==> config.mk <==
export PLATFORM = sky130hd
export DESIGN_NAME = mmio_out_port_bank
export DESIGN_NICKNAME = d
export VERILOG_FILES = /design/src/rtl/mmio_out_port_bank.sv
export SDC_FILE = /design/constraint.sdc
export NUM_CORES = 1
export LEC_CHECK = 0
export CAP_MARGIN = 25
export CORE_MARGIN = 1
export CORE_UTILIZATION = 40
export CTS_BUF_LIST = sky130_fd_sc_hd__clkbuf_16
export CTS_CLUSTER_DIAMETER = 150
export DETAILED_ROUTE_END_ITERATION = 8
export PLACE_DENSITY = 0.79
export SLEW_MARGIN = 10
export SYNTH_ARGS = -nofsm -noshare
export SYNTH_HDL_FRONTEND = slang
export SYNTH_SLANG_ARGS = --single-unit
export TNS_END_PERCENT = 30
==> constraint.sdc <==
create_clock -name clk -period 2.5 [get_ports clk]
set_input_delay 0.625 -clock clk [delete_from_list [all_inputs] [get_ports clk]]
set_output_delay 0.625 -clock clk [all_outputs]
set_load 0.05 [all_outputs]
==> src/rtl/mmio_out_port_bank.sv <==
// Multi-channel MMIO output port: CPU writes are buffered per channel in a FWFT FIFO and
// drained through valid/ready streams. Define MMIO_OUT_NONBLOCK_EN to drop (and flag) writes to a full FIFO.
module mmio_out_port_bank #(
    parameter int unsigned NUM_CH    = 2,
    parameter int unsigned DATA_W    = 8,
    parameter int unsigned DEPTH     = 4,
    parameter logic [31:0] ADDR_BASE = 32'h1000_0000
) (
    input  logic                     clk,
    input  logic                     resetn,
    input  logic                     mem_valid,
    input  logic [31:0]              mem_addr,
    input  logic [31:0]              mem_wdata,
    input  logic [3:0]               mem_wstrb,
    output logic                     mem_ready,
    output logic [31:0]              mem_rdata,
    output logic [NUM_CH*DATA_W-1:0] out_data,
    output logic [NUM_CH-1:0]        out_valid,
    input  logic [NUM_CH-1:0]        out_ready
);
    localparam int unsigned PW = $clog2(DEPTH);
    localparam int unsigned CW = PW + 1;

`ifdef MMIO_OUT_NONBLOCK_EN
    typedef enum logic [1:0] {StIdle, StAck} state_e;
`else
    typedef enum logic [1:0] {StIdle, StAck, StStall} state_e;
`endif

    state_e              state_q;
    logic [PW-1:0]       wr_ptr_q [NUM_CH];
    logic [PW-1:0]       rd_ptr_q [NUM_CH];
    logic [CW-1:0]       count_q  [NUM_CH];
    logic [DATA_W-1:0]   mem_q    [NUM_CH][DEPTH];

    logic                sel, accept, is_write, is_data_off;
    logic [7:0]          offset;
    logic [3:0]          req_ch;
    logic [NUM_CH-1:0]   req_sel, full, empty, push, pop;
    logic [DATA_W-1:0]   push_data;
    logic [31:0]         rd_val;
    logic                unused_wdata;

    assign sel         = mem_valid && (mem_addr[31:8] == ADDR_BASE[31:8]);
    assign accept      = (state_q == StIdle) && sel && !mem_ready;
    assign is_write    = |mem_wstrb;
    assign offset      = mem_addr[7:0];
    assign req_ch      = offset[5:2];
    assign is_data_off = (offset[7:6] == 2'b00) && (offset[1:0] == 2'b00);
    assign pop         = out_valid & out_ready;
    assign unused_wdata = ^mem_wdata;

    always_comb begin
        req_sel  = '0;
        full     = '0;
        empty    = '0;
        out_data = '0;
        for (int i = 0; i < NUM_CH; i++) begin
            req_sel[i] = is_data_off && (32'(req_ch) == i);
            full[i]    = (count_q[i] == CW'(DEPTH));
            empty[i]   = (count_q[i] == '0);
            // Head is gated so out_data reads 0 while empty, independent of stale storage.
            if (!empty[i]) out_data[i*DATA_W +: DATA_W] = mem_q[i][rd_ptr_q[i]];
        end
    end

    assign out_valid = ~empty;

`ifdef MMIO_OUT_NONBLOCK_EN
    logic [NUM_CH-1:0] ovf_q, ovf_set, ovf_clr;
    logic              is_ovf;

    assign is_ovf  = (offset == 8'h44);
    assign ovf_set = (accept && is_write) ? (req_sel & full) : '0;
    assign ovf_clr = (accept && is_write && is_ovf) ? mem_wdata[NUM_CH-1:0] : '0;

    always_ff @(posedge clk or negedge resetn) begin
        if (!resetn) ovf_q <= '0;
        else         ovf_q <= (ovf_q & ~ovf_clr) | ovf_set;
    end
`else
    logic [NUM_CH-1:0] stall_sel_q;
    logic [DATA_W-1:0] stall_data_q;
`endif

    always_comb begin
        push      = '0;
        push_data = mem_wdata[DATA_W-1:0];
        if (accept && is_write && ((req_sel & full) == '0)) push = req_sel;
`ifndef MMIO_OUT_NONBLOCK_EN
        // A pop on the same edge frees the slot, so a full FIFO can still take the stalled write.
        if (state_q == StStall) begin
            push_data = stall_data_q;
            if ((stall_sel_q & full & ~pop) == '0) push = stall_sel_q;
        end
`endif
    end

    always_comb begin
        rd_val = '0;
        if (offset == 8'h40) begin
            rd_val[NUM_CH-1:0]    = empty;
            rd_val[16 +: NUM_CH]  = full;
        end
`ifdef MMIO_OUT_NONBLOCK_EN
        if (is_ovf) rd_val[NUM_CH-1:0] = ovf_q;
`endif
    end

    always_ff @(posedge clk or negedge resetn) begin
        if (!resetn) begin
            state_q   <= StIdle;
            mem_ready <= 1'b0;
            mem_rdata <= '0;
`ifndef MMIO_OUT_NONBLOCK_EN
            stall_sel_q  <= '0;
            stall_data_q <= '0;
`endif
        end else begin
            mem_ready <= 1'b0;
            mem_rdata <= '0;
            unique case (state_q)
                StIdle: begin
                    if (accept) begin
`ifndef MMIO_OUT_NONBLOCK_EN
                        if (is_write && ((req_sel & full) != '0)) begin
                            state_q      <= StStall;
                            stall_sel_q  <= req_sel;
                            stall_data_q <= mem_wdata[DATA_W-1:0];
                        end else
`endif
                        begin
                            state_q   <= StAck;
                            mem_ready <= 1'b1;
                            mem_rdata <= is_write ? 32'h0 : rd_val;
                        end
                    end
                end
`ifndef MMIO_OUT_NONBLOCK_EN
                StStall: begin
                    if (push != '0) begin
                        state_q   <= StAck;
                        mem_ready <= 1'b1;
                    end
                end
`endif
                StAck:   state_q <= StIdle;
                default: state_q <= StIdle;
            endcase
        end
    end

    always_ff @(posedge clk or negedge resetn) begin
        if (!resetn) begin
            for (int i = 0; i < NUM_CH; i++) begin
                wr_ptr_q[i] <= '0;
                rd_ptr_q[i] <= '0;
                count_q[i]  <= '0;
            end
        end else begin
            for (int i = 0; i < NUM_CH; i++) begin
                if (push[i]) wr_ptr_q[i] <= wr_ptr_q[i] + 1'b1;
                if (pop[i])  rd_ptr_q[i] <= rd_ptr_q[i] + 1'b1;
                if (push[i] && !pop[i])      count_q[i] <= count_q[i] + 1'b1;
                else if (!push[i] && pop[i]) count_q[i] <= count_q[i] - 1'b1;
            end
        end
    end

    always_ff @(posedge clk) begin
        for (int i = 0; i < NUM_CH; i++) begin
            if (push[i]) mem_q[i][wr_ptr_q[i]] <= push_data;
        end
    end

endmodule

==> flow_summary.ini, run 1 <==
[worst_setup_path]
critPathMaxStageDelay_ns = 0.42
startpoint_type = flip-flop
reg2reg_slack_ns = -0.09
reg2regPathDepth = 9
cp_top_family = simple AND/OR/NAND/NOR gates
r2r-start = count_q[0]
cpMaxStageDelayCell = fa_2
criticalPathCategory = flip-flop to flip-flop
crit_required_ns = 2.72
cp.buffers_inverters = 2
crit_path_end_kind = flip-flop
r2r-end = count_q[4]
path_cells = or3b_4 > or3_4 > o2111a_1 > a41oi_4 > inv_1 > ha_2 > inv_2 > fa_2 > mux2_2
crit_fanout = 2
worstPathArrival_ns = 2.81

[logic_synthesis]
synthSimpleGateAreaFrac_pct = 9.14
ys_seq_area_share_pct = 61.4
synth_top_family_by_area = multiplexers
yosysWarnings = 0
synth_cells = 278
synth.distinct_cells = 38
synth_adder_area_share_pct = 3.76
ys_ff_latch = 95
synth_compound_area_share_pct = 2.56
postSynthAreaPerCell_sq_um = 15.8
netlist_area_sq_um = 4400
muxShareOfSynthArea_pct = 14.1
synth-xor-area-share_pct = 2.39

[sta]
period_share_pct = 103
final-max-slew-violation-count = 0
finalCriticalPeriod_ns = 2.59
worst_slew_pin_slew_ns = 0.504
finalWorstSetupSlack_ns = -0.0860
whs_ns = 0.504
finalSetupTns_ns = -0.226
fin_worst_skew_ns = 0.00660
setup_viol = 3
rsz0062_at_grt = yes
max-slew-margin-rel_pct = 66.3
max_freq_ghz = 0.387
hold_violations = 0

[final_layout]
fin_nets = 482
areaGrowthSynthToFinish_pct = 35.8
drive_gt1_share_pct = 38.1
diodes = 0

[power]
p_clk_share_pct = 41.5
seq_power_share_pct = 51.8
power_mw = 3.25
p_sw_uw = 719
internal_power_mw = 2.53
powerDensity_nw_per_um2 = 544
power.static_leakage_nw = 2.54
vdd_drop_max_v = 0.000421
combinationalPowerShare_pct = 6.7
switching_share_pct = 22.1

[global_route]
antenna_found_initial = 0
grt_usage_pct = 15.5
grt_max_degree = 32
grt_first_pass_wirelength_mm = 13.2
grt_overflow = 0
grt_pass1_vias = 2695

[outcome]
status = finished, violations left
violations = setup timing

[die]
io_pins = 124
die_height_um = 107
initial_utilization_pct = 41.8
die_w_um = 107
coreArea_sq_um = 10500
rows = 37
die_area_sq_um = 11400

[worst_hold_path]
hold_depth = 1
hold_path.class = flip-flop to flip-flop
worstHoldStart = stall_data_q[1]
holdPathEnd = stall_data_q[1]

[run]
maxCapViolCount = 0

[cts]
clock_sinks = 95
htreeDepth = 3
numCtsBuffers = 9
cts_buffer_depth = 2
clock-root-buffer = clkbuf_16
clk_latency_ns = 0.34
cts.clk_slew.worst_paths_ns = 0.06
cts_tree = yes
ctsHoldBuffers = 0

[detailed_routing]
drc = 0
drtPass1Iterations = 4
routedWlPerCell_um = 15.7
routed_wirelength_mm = 8.47
drtIter0Drc = 83
num_vias = 2565
viasPerCell = 4.77
ant_nets = 0

[placed_design]
place_congestion = 0.742
dp_hpwl_mm = 5.91
place.port_buffers = 71
place_worst_setup_slack_ns = -0.655
-- Yosys cell counts, drive strengths merged --
| cell type | n | area share [%] |
|---|---|---|
| a21o | 1 | 0.17 |
| a22o | 2 | 0.40 |
| a41oi | 2 | 1.3 |
| and2 | 16 | 2.3 |
| and2b | 7 | 1.3 |
| and3 | 1 | 0.14 |
| and4 | 1 | 0.20 |
| buf | 30 | 5.1 |
| clkbuf | 6 | 0.51 |
| conb | 1 | 0.085 |
| dfrtp | 31 | 18 |
| edfxtp | 64 | 44 |
| fa | 2 | 0.91 |
| ha | 10 | 2.8 |
| inv | 11 | 0.94 |
| mux2 | 21 | 5.5 |
| mux2i | 2 | 0.46 |
| mux4 | 16 | 8.2 |
| nand2 | 5 | 0.43 |
| nand3 | 4 | 0.46 |
| nand4 | 1 | 0.14 |
| nor2 | 6 | 0.51 |
| nor2b | 6 | 0.85 |
| nor3 | 2 | 0.23 |
| nor4 | 7 | 1.0 |
| nor4b | 2 | 0.40 |
| o2111a | 2 | 0.51 |
| o211a | 1 | 0.23 |
| or3 | 3 | 0.46 |
| or3b | 3 | 0.71 |
| xnor2 | 8 | 1.6 |
| xor2 | 4 | 0.80 |
-- per-stage QoR --
stage | std cells | utilization, % | instance area (sq um)
finish | 538 | 56.8 | 5970
global route | 538 | 56.8 | 5970
CTS | 535 | 55.3 | 5810
detailed placement | 513 | 51.7 | 5430
global placement | 513 | 51.7 | 5430
floorplan | 305 | - | 4500
-- how the worst max path moves through the flow --
stage,cells past startpoint,to,from,slack [ns]
after global routing,9,count_q[4],count_q[0],-0.16
final,9,count_q[4],count_q[0],-0.09
after global placement,12,count_q[2],mem_addr[8],-0.60
after detailed placement,12,count_q[5],mem_addr[16],-0.66
after floorplan,9,count_q[1],count_q[3],-0.19
after CTS,9,count_q[1],count_q[3],-0.11
-- cell type report --
cell class / count / area [sq um]
Timing Repair Buffer: 117 / 1130
Fill cell: 808 / 4540
Clock buffer: 9 / 225
Clock inverter: 7 / 72.6
Inverter: 11 / 41.3
Sequential cell: 95 / 2700
Multi-Input combinational cell: 163 / 1630
Tap cell: 136 / 170
-- power groups by stage --
stage | sequential, mW | clock (mW) | combinational, mW
floorplan | 1.71 | 0 | 0.145
global placement | 1.71 | 0 | 0.216
global route | 1.68 | 1.42 | 0.232
CTS | 1.68 | 1.37 | 0.216
detailed placement | 1.71 | 0 | 0.221
finish | 1.68 | 1.35 | 0.217
-- sequential cells by signal (all words and copies together) (netlist names) --
name / flops
count_q: 6
stall_data_q: 8
mem_q: 64
wr_ptr_q: 4
state_q: 2
stall_sel_q: 2
mem_ready: 1
rd_ptr_q: 4
mem_rdata: 4
-- layout by cell type (no fill, tap or decap), drive strengths merged, types with 3 or more instances in the layout --
master         count
dlymetal6s2s      16
nand3              4
or3b               3
clkinv             4
inv               12
dlygate4sd2        9
xor2               4
mux4              16
nor2b              6
clkbuf            13
or3                3
edfxtp            64
clkdlybuf4s15      4
conb              28
ha                10
nor2               6
buf               64
nand2              5
clkdlybuf4s50     20
and2b              7
mux2              21
and2              16
nor4               7
dfrtp             31
xnor2              8
-- kinds of logic after synthesis --
logic type | count (synthesis)
DFF | 95
and+or+nand+nor | 64
buffers and inverters | 47
muxes | 39
adders and majority gates | 12
xor gates and xnor gates | 12
AOI/OAI and AO/OA | 8
other | 1
-- per-layer routing --
layer / GRT usage, % / wire length (um) / up-vias / part of all wire [%]
met5: 0 / 0 / - / 0
met4: 4.89 / 101 / 0 / 1.2
met3: 4.13 / 408 / 12 / 4.8
met2: 27.0 / 4430 / 101 / 52
met1: 18.8 / 3530 / 1242 / 42
li1: - / - / 1210 / -
-- what timing repair did --
item | 4_1_cts | 5_1_grt
resized for setup | 30 | 52
setup buffers | 6 | 4
pin swaps | 21 | 25
endpoints found under the setup margin | 4 | 33
Note: power is estimated with default switching activity, not from simulation.
==> run 2, diff against run 1 <==
--- a/config.mk
+++ b/config.mk
@@ -5,14 +5,13 @@
 export SDC_FILE = /design/constraint.sdc
 export NUM_CORES = 1
 export LEC_CHECK = 0
-export CAP_MARGIN = 25
 export CORE_MARGIN = 1
 export CORE_UTILIZATION = 40
 export CTS_BUF_LIST = sky130_fd_sc_hd__clkbuf_16
 export CTS_CLUSTER_DIAMETER = 150
 export DETAILED_ROUTE_END_ITERATION = 8
-export PLACE_DENSITY = 0.79
-export SLEW_MARGIN = 10
+export PLACE_DENSITY = 0.77
+export SLEW_MARGIN = 20
 export SYNTH_ARGS = -nofsm -noshare
 export SYNTH_HDL_FRONTEND = slang
 export SYNTH_SLANG_ARGS = --single-unit
==> constraint.sdc (replaced) <==
create_clock -name clk -period 3.2 [get_ports clk]
set_input_delay 0.8 -clock clk [delete_from_list [all_inputs] [get_ports clk]]
set_output_delay 0.8 -clock clk [all_outputs]
set_load 0.05 [all_outputs]
==> flow_summary.ini, run 2 (synthesized netlist as in run 1, its figures left out) <==
[global_route]
grt_pass1_vias = 2639
grt_first_pass_wirelength_mm = 13.1
grt_usage_pct = 15.5
antenna_found_initial = 1
grt_max_degree = 32
grt_overflow = 0

[placed_design]
place.port_buffers = 71
place_congestion = 0.741
place_inst = 499
dp_hpwl_mm = 5.86

[run]
maxCapViolCount = 0

[sta]
period_share_pct = 97.9
worst_slew_pin_slew_ns = 0.516
max-slew-margin-rel_pct = 65.5
hold_violations = 0
whs_ns = 0.491
rsz0062_at_grt = no
setup_viol = 0
fin_worst_skew_ns = 0.00854
final-max-slew-violation-count = 0
max_freq_ghz = 0.319
finalCriticalPeriod_ns = 3.13

[detailed_routing]
ant_nets = 0
num_vias = 2503
routed_wirelength_mm = 8.07
drtPass1Iterations = 6
viasPerCell = 4.86
drc = 0
routedWlPerCell_um = 15.7
drtIter0Drc = 95

[worst_setup_path]
critPathMaxStageDelay_ns = 0.69
startpoint_type = flip-flop
worstPathArrival_ns = 2.33
cpMaxStageDelayCell = clkdlybuf4s50_1
path_cells = buf_12 > mux4_2 > and2_1 > clkdlybuf4s50_1
startpoint = rd_ptr_q[2]
crit_required_ns = 2.40
cp_top_family = buffers and inverters
r2r-start = count_q[4]
crit_path_end_kind = primary output
cp.buffers_inverters = 2
crit_fanout = 8
criticalPathCategory = flip-flop to primary output

[cts]
cts.clk_slew.worst_paths_ns = 0.06
clock-root-buffer = clkbuf_16
numCtsBuffers = 9
clk_latency_ns = 0.34
clock_sinks = 95
htreeDepth = 3
cts_tree = yes
ctsHoldBuffers = 0
cts_buffer_depth = 2

[final_layout]
fin_nets = 459
fin_util_pct = 54.2
drive_gt1_share_pct = 22.7
largest_register_ffs = 64
layout_commonest_cell = edfxtp_1
layout_common_cells = edfxtp_1 (64), clkdlybuf4s50_1 (62), dfrtp_1 (31)
areaGrowthSynthToFinish_pct = 29.7
diodes = 0
finalNonFillerCells = 515

[power]
vdd_drop_max_v = 0.000299
power.static_leakage_nw = 2.39
power_mw = 2.62
powerDensity_nw_per_um2 = 459

[die]
die_area_sq_um = 11400
die_w_um = 107
io_pins = 124
rows = 37
initial_utilization_pct = 41.8
die_height_um = 107
coreArea_sq_um = 10500

[outcome]
status = finished, final reports clean

[worst_hold_path]
worstHoldStart = count_q[2]
hold_path.class = flip-flop to flip-flop
[run 2: routing by layer]
metal / GRT usage, % / up-vias / share of wire, %
li1: - / 1165 / -
met1: 19.0 / 1226 / 41
met5: 0 / - / 0
met2: 26.2 / 107 / 51
met3: 5.17 / 5 / 7.2
met4: 4.11 / 0 / 0.73
[run 2: final cells by class]
type | count | area (sq um)
clock inverter | 7 | 93.8
clock buffer | 9 | 225
sequential | 95 | 2700
tap | 136 | 170
timing repair buffer | 94 | 956
inverter | 11 | 41.3
multi-input combinational | 163 | 1520
fill | 854 | 4810
[run 2: through the flow]
step | setup WS, ns | TNS (ns) | cell area [sq um]
6_report | 0.0660 | 0 | 5700
5_1_grt | 0.00843 | 0 | 5700
4_1_cts | 0.0122 | 0 | 5670
3_5_place_dp | -0.221 | -0.746 | 5350
3_3_place_gp | -0.107 | -0.276 | 5350
2_1_floorplan | 0.232 | 0 | 4500
[run 2: report_power, final]
group / internal [mW] / switching (mW)
Combinational: 0.0609 / 0.107
Clock: 0.686 / 0.450
Sequential: 1.31 / 0.00000000182
[run 2: final timing paths]
path / cells past startpoint / end / slack (ns)
worst max-delay path: 4 / out_data[7] / 0.07
min in group asynchronous: 2 / mem_rdata[17] / 0.85
worst min register to register: 1 / count_q[2] / 0.49
worst max register to register: 9 / count_q[1] / 0.40
worst min-delay path: 1 / count_q[2] / 0.49
max in group asynchronous: 2 / stall_sel_q[0] / 2.05
[run 2: repair_timing]
item,4_1_cts,5_1_grt
resized for setup,0,10
buffers inserted,0,0
endpoints found under the setup margin,0,11
==> run 3, diff against run 2 <==
--- a/config.mk
+++ b/config.mk
@@ -5,12 +5,12 @@
 export SDC_FILE = /design/constraint.sdc
 export NUM_CORES = 1
 export LEC_CHECK = 0
-export CORE_MARGIN = 1
 export CORE_UTILIZATION = 40
 export CTS_BUF_LIST = sky130_fd_sc_hd__clkbuf_16
 export CTS_CLUSTER_DIAMETER = 150
+export CTS_CLUSTER_SIZE = 12
 export DETAILED_ROUTE_END_ITERATION = 8
-export PLACE_DENSITY = 0.77
+export PLACE_DENSITY = 0.72
 export SLEW_MARGIN = 20
 export SYNTH_ARGS = -nofsm -noshare
 export SYNTH_HDL_FRONTEND = slang
==> flow_summary.ini, run 3 (synthesized netlist as in run 1, its figures left out) <==
[outcome]
status = finished, final reports clean

[detailed_routing]
drtPass1Iterations = 4
routedWlPerCell_um = 14.9
num_vias = 2466
routed_wirelength_mm = 7.65
viasPerCell = 4.79
ant_nets = 0
drc = 0
drtIter0Drc = 75

[sta]
setup_viol = 0
period_share_pct = 97.2
final-max-slew-violation-count = 0
fin_worst_skew_ns = 0.00572
finalCriticalPeriod_ns = 3.11
worst_slew_pin_slew_ns = 0.531
rsz0062_at_grt = no
hold_violations = 0
max_freq_ghz = 0.322
max-slew-margin-rel_pct = 64.5
whs_ns = 0.489

[final_layout]
largest_register_ffs = 64
finalNonFillerCells = 515
drive_gt1_share_pct = 22.4
multi_input_area_sq_um = 1510
final_area_sq_um = 5640
layout_common_cells = clkdlybuf4s50_1 (65), edfxtp_1 (64), dfrtp_1 (31)
layout_commonest_cell = clkdlybuf4s50_1
areaGrowthSynthToFinish_pct = 28.3
seqCellArea_sq_um = 2700
diodes = 0
fin_nets = 459
fill_cells = 867

[worst_setup_path]
worstPathArrival_ns = 2.31
critPathMaxStageDelay_ns = 0.69
criticalPathCategory = flip-flop to primary output
cpMaxStageDelayCell = clkdlybuf4s50_1
crit_fanout = 8
crit_required_ns = 2.40
crit_path_end_kind = primary output
startpoint_type = flip-flop
path_cells = buf_12 > mux4_2 > and2_1 > clkdlybuf4s50_1

[placed_design]
place.port_buffers = 71
placed_area_sq_um = 5350
place_congestion = 0.709
place_inst = 499
dp_hpwl_mm = 5.76

[cts]
numCtsBuffers = 9
htreeDepth = 3
ctsHoldBuffers = 0
postCtsSetupBuffers = 0
cts_tree = yes
cts.clk_slew.worst_paths_ns = 0.07
clock_sinks = 95
clock-root-buffer = clkbuf_16
cts_buffer_depth = 2
clk_latency_ns = 0.33

[power]
vdd_drop_max_v = 0.000229
powerDensity_nw_per_um2 = 437
power.static_leakage_nw = 2.28

[die]
coreArea_sq_um = 10500
io_pins = 124
die_height_um = 107
die_area_sq_um = 11400
die_w_um = 107
initial_utilization_pct = 41.8
rows = 37

[worst_hold_path]
hold_path.class = flip-flop to flip-flop

[global_route]
grt_usage_pct = 14.9
antenna_found_initial = 0
grt_overflow = 0
grt_max_degree = 32
grt_pass1_vias = 2578
grt_first_pass_wirelength_mm = 12.8

[run]
maxCapViolCount = 0
-- run 3: routing by layer --
metal	part of all wire, %	track usage [%]
met1	43	19.0
met2	51	25.0
met3	5.7	3.83
met4	0.77	4.40
met5	0	0
-- run 3: final cells by class --
cell class / count / share of cell area, %
Sequential cell: 95 / 47.8
Multi-Input combinational cell: 163 / 26.8
Timing Repair Buffer: 94 / 16.7
Clock buffer: 9 / 3.99
Tap cell: 136 / 3.02
Clock inverter: 7 / 0.976
Inverter: 11 / 0.732
-- run 3: worst max-delay path: cells and delay by family, from the launching register on --
| kind | cells | cell delay [ns] |
|---|---|---|
| buffers and inverters | 2 | 0.86 |
| DFF | 1 | 0.43 |
| muxes | 1 | 0.51 |
| and+or+nand+nor | 1 | 0.17 |
-- run 3: final timing paths --
kind / endpoint / from / depth (start not counted) / slack (ns)
max in group asynchronous: stall_data_q[7] / resetn / 2 / 2.05
hold reg to reg: count_q[5] / count_q[5] / 1 / 0.49
min in group asynchronous: count_q[1] / resetn / 2 / 0.86
setup / recovery: out_data[4] / rd_ptr_q[2] / 4 / 0.09
setup reg to reg: count_q[1] / count_q[4] / 9 / 0.43
hold / removal: count_q[5] / count_q[5] / 1 / 0.49
-- run 3: report_power, final --
group,switching (mW),internal (mW),total (mW)
sequential,0.00000000193,1.31,1.31
combinational,0.106,0.0607,0.167
clock,0.454,0.534,0.988
-- run 3: stage by stage --
step / TNS [ns] / total power [mW] / util, % / setup slack, ns
floorplan: 0 / 1.45 / - / 0.232
global placement: -0.191 / 1.50 / 50.9 / -0.0902
detailed placement: -0.316 / 1.51 / 50.9 / -0.127
CTS: 0 / 2.49 / 53.6 / 0.0173
global route: 0 / 2.56 / 53.7 / 0.0156
finish: 0 / 2.47 / 53.7 / 0.0912
-- run 3: repair_timing --
item                       in CTS  in global routing
pin swaps                       0                  0
cloned                          0                  0
setup endpoints to repair       2                  4
resized for setup               2                  4
